==> config.mk <==
export PLATFORM = sky130hd
export DESIGN_NAME = lc3_mem_io
export DESIGN_NICKNAME = d
export VERILOG_FILES = /design/src/rtl/lc3_mem_pkg.sv /design/src/rtl/lc3_kbd_fifo.sv /design/src/rtl/lc3_mem_io.sv
export SDC_FILE = /design/constraint.sdc
export NUM_CORES = 2
export LEC_CHECK = 0
export CORE_MARGIN = 2
export CORE_UTILIZATION = 50
export DETAILED_ROUTE_END_ITERATION = 6
export PLACE_DENSITY = 0.65
export SETUP_SLACK_MARGIN = 0.05
export SYNTH_ARGS = -nofsm -noshare
export SYNTH_HDL_FRONTEND = slang
export SYNTH_MEMORY_MAX_BITS = 65536
export SYNTH_SLANG_ARGS = --single-unit
==> constraint.sdc <==
create_clock -name clk -period 6.1 [get_ports clk]
set_input_delay 1.22 -clock clk [delete_from_list [all_inputs] [get_ports clk]]
set_output_delay 1.22 -clock clk [all_outputs]
set_load 0.01 [all_outputs]
==> src/rtl/lc3_mem_pkg.sv <==
// Shared address map and decode helper for the LC-3 memory / memory-mapped I/O block.
package lc3_mem_pkg;

    localparam logic [15:0] KBSR_ADDR = 16'hFE00;
    localparam logic [15:0] KBDR_ADDR = 16'hFE02;
    localparam logic [15:0] DSR_ADDR  = 16'hFE04;
    localparam logic [15:0] DDR_ADDR  = 16'hFE06;
    localparam logic [15:0] MCR_ADDR  = 16'hFFFE;
    localparam logic [15:0] IO_BASE   = 16'hFE00;

    typedef enum logic [2:0] {
        SEL_RAM,
        SEL_KBSR,
        SEL_KBDR,
        SEL_DSR,
        SEL_DDR,
        SEL_MCR,
        SEL_NONE
    } io_sel_e;

    function automatic io_sel_e decode(input logic [15:0] addr);
        if (addr < IO_BASE) return SEL_RAM;
        case (addr)
            KBSR_ADDR: return SEL_KBSR;
            KBDR_ADDR: return SEL_KBDR;
            DSR_ADDR:  return SEL_DSR;
            DDR_ADDR:  return SEL_DDR;
            MCR_ADDR:  return SEL_MCR;
            default:   return SEL_NONE;
        endcase
    endfunction

endpackage

==> src/rtl/lc3_kbd_fifo.sv <==
// Keyboard receive FIFO; dout reads 0 while empty so KBDR needs no extra muxing.
module lc3_kbd_fifo #(
    parameter int DEPTH = 4
) (
    input  logic       clk,
    input  logic       reset,
    input  logic       push,
    input  logic [7:0] din,
    input  logic       pop,
    output logic [7:0] dout,
    output logic       empty,
    output logic       full
);
    localparam int PW = $clog2(DEPTH);

    logic [7:0]  mem_q [DEPTH];
    logic [PW-1:0] rd_q, wr_q;
    logic [PW:0]   cnt_q;
    logic          do_push, do_pop;

    assign empty   = (cnt_q == '0);
    assign full    = (cnt_q == (PW+1)'(DEPTH));
    assign do_push = push & ~full;
    assign do_pop  = pop & ~empty;
    assign dout    = empty ? 8'h00 : mem_q[rd_q];

    always_ff @(posedge clk) begin
        if (do_push) mem_q[wr_q] <= din;
    end

    // Power-of-2 depth lets the pointers wrap naturally.
    always_ff @(posedge clk) begin
        if (reset) begin
            rd_q  <= '0;
            wr_q  <= '0;
            cnt_q <= '0;
        end else begin
            if (do_push) wr_q <= wr_q + PW'(1);
            if (do_pop)  rd_q <= rd_q + PW'(1);
            case ({do_push, do_pop})
                2'b10:   cnt_q <= cnt_q + (PW+1)'(1);
                2'b01:   cnt_q <= cnt_q - (PW+1)'(1);
                default: cnt_q <= cnt_q;
            endcase
        end
    end

endmodule

==> src/rtl/lc3_mem_io.sv <==
module lc3_mem_io
    import lc3_mem_pkg::*;
#(
    parameter int ADDR_W    = 8,
    parameter     INIT_FILE = "",
    parameter int KBD_DEPTH = 4
) (
    input  logic        clk,
    input  logic        reset,
    input  logic [15:0] mar,
    input  logic [15:0] mdr,
    input  logic        memwe,
    output logic [15:0] memOut,
    input  logic [7:0]  kbd_data,
    input  logic        kbd_valid,
    output logic        kbd_ready,
    output logic [7:0]  disp_data,
    output logic        disp_valid,
    input  logic        disp_ready,
    output logic        halt
);
    logic [15:0] ram_q [2**ADDR_W];
    io_sel_e     sel;
    logic        kbdr_hit, kbdr_hit_q, kbd_pop;
    logic        fifo_empty, fifo_full;
    logic [7:0]  fifo_head;
    logic        disp_valid_q, disp_valid_d;
    logic [7:0]  disp_data_q, disp_data_d;
    logic [15:0] mcr_q, mcr_d;

    assign sel = decode(mar);

    always_ff @(posedge clk) begin
        if (memwe && sel == SEL_RAM) ram_q[mar[ADDR_W-1:0]] <= mdr;
    end

    assign kbdr_hit = (mar == KBDR_ADDR);
    assign kbd_pop  = kbdr_hit & ~kbdr_hit_q;

    lc3_kbd_fifo #(.DEPTH(KBD_DEPTH)) u_kbd_fifo (
        .clk   (clk),
        .reset (reset),
        .push  (kbd_valid),
        .din   (kbd_data),
        .pop   (kbd_pop),
        .dout  (fifo_head),
        .empty (fifo_empty),
        .full  (fifo_full)
    );

    assign kbd_ready = ~fifo_full;

    always_comb begin
        disp_valid_d = disp_valid_q;
        disp_data_d  = disp_data_q;
        mcr_d        = mcr_q;
        if (disp_valid_q) begin
            if (disp_ready) disp_valid_d = 1'b0;
        end else if (memwe && sel == SEL_DDR) begin
            disp_valid_d = 1'b1;
            disp_data_d  = mdr[7:0];
        end
        if (memwe && sel == SEL_MCR) mcr_d = mdr;
    end

    always_ff @(posedge clk) begin
        if (reset) begin
            kbdr_hit_q   <= 1'b0;
            disp_valid_q <= 1'b0;
            disp_data_q  <= 8'h00;
            mcr_q        <= 16'h8000;
        end else begin
            kbdr_hit_q   <= kbdr_hit;
            disp_valid_q <= disp_valid_d;
            disp_data_q  <= disp_data_d;
            mcr_q        <= mcr_d;
        end
    end

    always_comb begin
        memOut = 16'h0000;
        case (sel)
            SEL_RAM:  memOut = ram_q[mar[ADDR_W-1:0]];
            SEL_KBSR: memOut = {~fifo_empty, 15'b0};
            SEL_KBDR: memOut = {8'h00, fifo_head};
            SEL_DSR:  memOut = {~disp_valid_q, 15'b0};
            SEL_MCR:  memOut = mcr_q;
            default:  memOut = 16'h0000;
        endcase
    end

    assign disp_valid = disp_valid_q;
    assign disp_data  = disp_data_q;
    assign halt       = ~mcr_q[15];

endmodule

==> summary.txt <==
Synthesis
  – Most common cell in the netlist: edfxtp_1
  – Syn Nets: 7531
  – Synth area leaders: edfxtp_1 77%, mux4_2 13%, mux2i_1 2.5%
  – Synthesized-area fraction occupied by adder cells: 0.05131%
  – Async set-reset flop share out of synthesis: 0%
  – Synth Instances: 7480
  – Main combinational cell family by area after synthesis: multiplexers
  – Portion of netlist area occupied by mux cells: 15.69%
  – Share of the synthesized area in the top cell type: 77.02%
  – Dominant synthesized flop cell: edfxtp_1
  – Top post-synthesis cells by count: 4128 x edfxtp_1, 940 x mux4_2, 395 x mux2i_1
  – Largest area contributor in the netlist: edfxtp_1
  – Mapped Area: 160900 sq um
  – #FFs+latches synth: 4163
  – Unique cell type count in the Yosys netlist: 68
  – Syn avg cell area: 21.52 sq um
  – Simple-gate share of the synthesized area: 2.599%
  – Seq/Total Area, Yosys: 77.46%
  – Xor and xnor area share after synthesis: 0.02721%
  – Post-synth EDFFs: 4128
  – Yosys warning total: 0
  – Complex-gate fraction of the synthesized area: 2.416%

Worst hold path
  – WHS Path Cells: 2
  – Hold Crit Class: flop to flop
  – WHS Endpoint: mcr_q[6]
  – Hold Crit Start: mcr_q[6]

Placement
  – Dpl cells: 12330
  – PortBufs: 71
  – Detail Placement HPWL: 297.4 mm
  – Placer congestion estimate: 0.9573

Finish
  – Fill cell count: 23000
  – Fin nets: 8498
  – Finished Layout Cells: 13110
  – Area growth syn-to-layout: 16.34%
  – Share of layout cells above drive strength 1: 30.63%

Floorplan
  – Initial Utilization: 50.20%
  – Die Ht: 571.4 microns
  – Number of core rows: 208
  – Core ar.: 320600 sq um
  – I/O Pins: 72
  – Die Wd: 571.4 microns
  – Overall die area: 326400 sq um

Status
  – Status: finished with violations
  – Failing checks: setup timing

Critical path
  – CP arrival: 4.93 ns
  – Worst Reg2Reg Path Length in Cells: 9
  – RR Endpoint: u_kbd_fifo.cnt_q[2]
  – Reg2reg start: u_kbd_fifo.cnt_q[0]
  – Crit-path max FO: 22
  – Setup crit start kind: input port
  – Register-to-register setup slack: 3.27 ns
  – Req. time, crit path: 4.88 ns
  – CP Class: input port to output port
  – Critical Path Sink Type: output port

STA
  – Fin crit period: 6.151 ns
  – Fin crit share: 100.8%
  – Worst slew pin tran: 1.349 ns
  – Final slew viol count: 0
  – Worst setup margin: -0.05140 ns
  – Relative max-transition margin: 9.964%
  – Achievable Freq: 0.1626 GHz
  – Final Hold Viols: 0
  – Setup violations, final: 1
  – Hold slack: 0.4550 ns
  – Clock Skew: 0.01221 ns
  – RSZ-0062 raised after global routing: yes

Global routing
  – First-pass GRT wire length: 654.7 mm
  – GRT Total Usage: 28.90%
  – Global route overflow: 0
  – Largest net degree at the start of global routing: 163
  – Initial antenna violation count: 25
  – Vias in the first global route: 82370

Clock network
  – H-tree depth: 5
  – CTS tree: built
  – Inserted Clock Buffers: 407
  – CTS sink cnt: 4163
  – Clock Root Buffer: clkbuf_16
  – Clock buffer depth: 4
  – Clock slew at reported path FFs: 0.06 ns
  – Skew-Pair Late Insertion Delay: 0.97 ns

Route
  – Vias: 84720
  – Wire per inst: 36.16 microns
  – Iteration-0 DRC Markers: 13230
  – Via/cell ratio: 6.464
  – Residual DRC count: 0
  – Number of antenna-violating nets in the routed design: 0
  – 1st-pass router iterations: 5
  – Routed wire length: 474.0 mm

Power
  – Total power: 60.36 mW
  – PwrDens: 322.4 nW/um^2
  – Peak supply drop: 258.6 uV
  – Leak: 60.46 nW

Job
  – Max-cap violations: 0
through the flow:
stage	setup slack [ns]	utilization, %	TNS, ns	cell area, sq um
after detailed placement	-0.8664	53.98	-5.448	173100
after CTS	0.02607	58.32	0	187000
after floorplan	1.518	-	0	160900
final	-0.05140	58.40	-0.05140	187200
after global routing	0.005871	58.39	0	187200
after global placement	-0.8528	53.98	-5.310	173100
worst max-delay path, cell delays in order:
cell       delay [ns]
buf_4            0.29
buf_4            0.29
nand4b_1         0.34
buf_6            0.38
a2111oi_1        0.11
buf_4            0.18
a2111oi_1        0.65
o2111ai_1        0.50
nor4_1           0.45
a21o_1           0.21
buf_12           0.14
buf_4            0.12
per-layer routing:
layer	vias to the layer above	share of wire, %	global-route usage, %
met4	16	4.9	12.58
met5	-	0.036	0
met3	910	12	7.409
met1	44960	37	40.30
li1	33300	-	-
met2	5534	46	43.49
area by class of cell:
class / count / area, sq um / share of cell area (%)
diodes: 12 / 30.03 / 0.01604
clock buffers: 490 / 10650 / 5.685
clock inverters: 261 / 2685 / 1.434
inverters: 11 / 53.80 / 0.02873
multi-input cells: 2870 / 34220 / 18.27
flip-flops and latches: 4163 / 124700 / 66.58
well taps: 4305 / 5386 / 2.877
repair buffers: 994 / 9560 / 5.106
sequential cells by signal (all words and copies together) (netlist names), named ones only:
name              cells
ram_q              4096
u_kbd_fifo.wr_q       2
disp_data             8
u_kbd_fifo.cnt_q      3
disp_valid            1
mcr_q                16
u_kbd_fifo.mem_q     32
u_kbd_fifo.rd_q       2
kbdr_hit_q            1
cell families after synthesis:
group | count (synthesis)
buffers and inverters | 447
flip-flops | 4163
AND/OR/NAND/NOR | 959
multiplexers | 1346
XOR/XNOR | 5
adder cells (fa/ha/maj) | 6
AO/OA/AOI/OAI | 554
power by group:
part / total, mW / internal, mW / leakage, nW / switching [mW]
logic: 3.56 / 1.31 / 16.6 / 2.26
registers: 31.5 / 31.5 / 37.4 / 0.0187
clock network: 25.3 / 14.5 / 6.46 / 10.8
total: 60.4 / 47.3 / 60.5 / 13.1
worst max path at each step:
stage	from	to	slack, ns	cells after the start
CTS	mar[0]	memOut[14]	0.03	14
finish	mar[5]	memOut[4]	-0.05	12
global placement	mar[1]	memOut[5]	-0.85	15
floorplan	mar[0]	memOut[5]	1.52	9
detailed placement	mar[1]	memOut[5]	-0.87	15
global route	mar[0]	memOut[11]	0.006	15
placed cells by master, fill, tap and decap left out, drive strengths merged, types with 114 or more instances in the layout:
master     n
clkbuf   507
edfxtp  4128
a21oi    114
nand2    328
mux4     940
buf      929
clkinv   181
nand3    120
mux2i    395
a22oi    153
nor2     354
what timing repair did:
| action | in CTS | in global routing |
|---|---|---|
| endpoints found under the setup margin | 15 | 13 |
| gates resized for setup | 75 | 35 |
| setup buffers | 12 | 0 |
| cloned | 3 | 2 |
| hold buffers | 0 | 0 |
| pin swaps | 8 | 12 |
No activity file was read; power rests on OpenSTA's default activity.
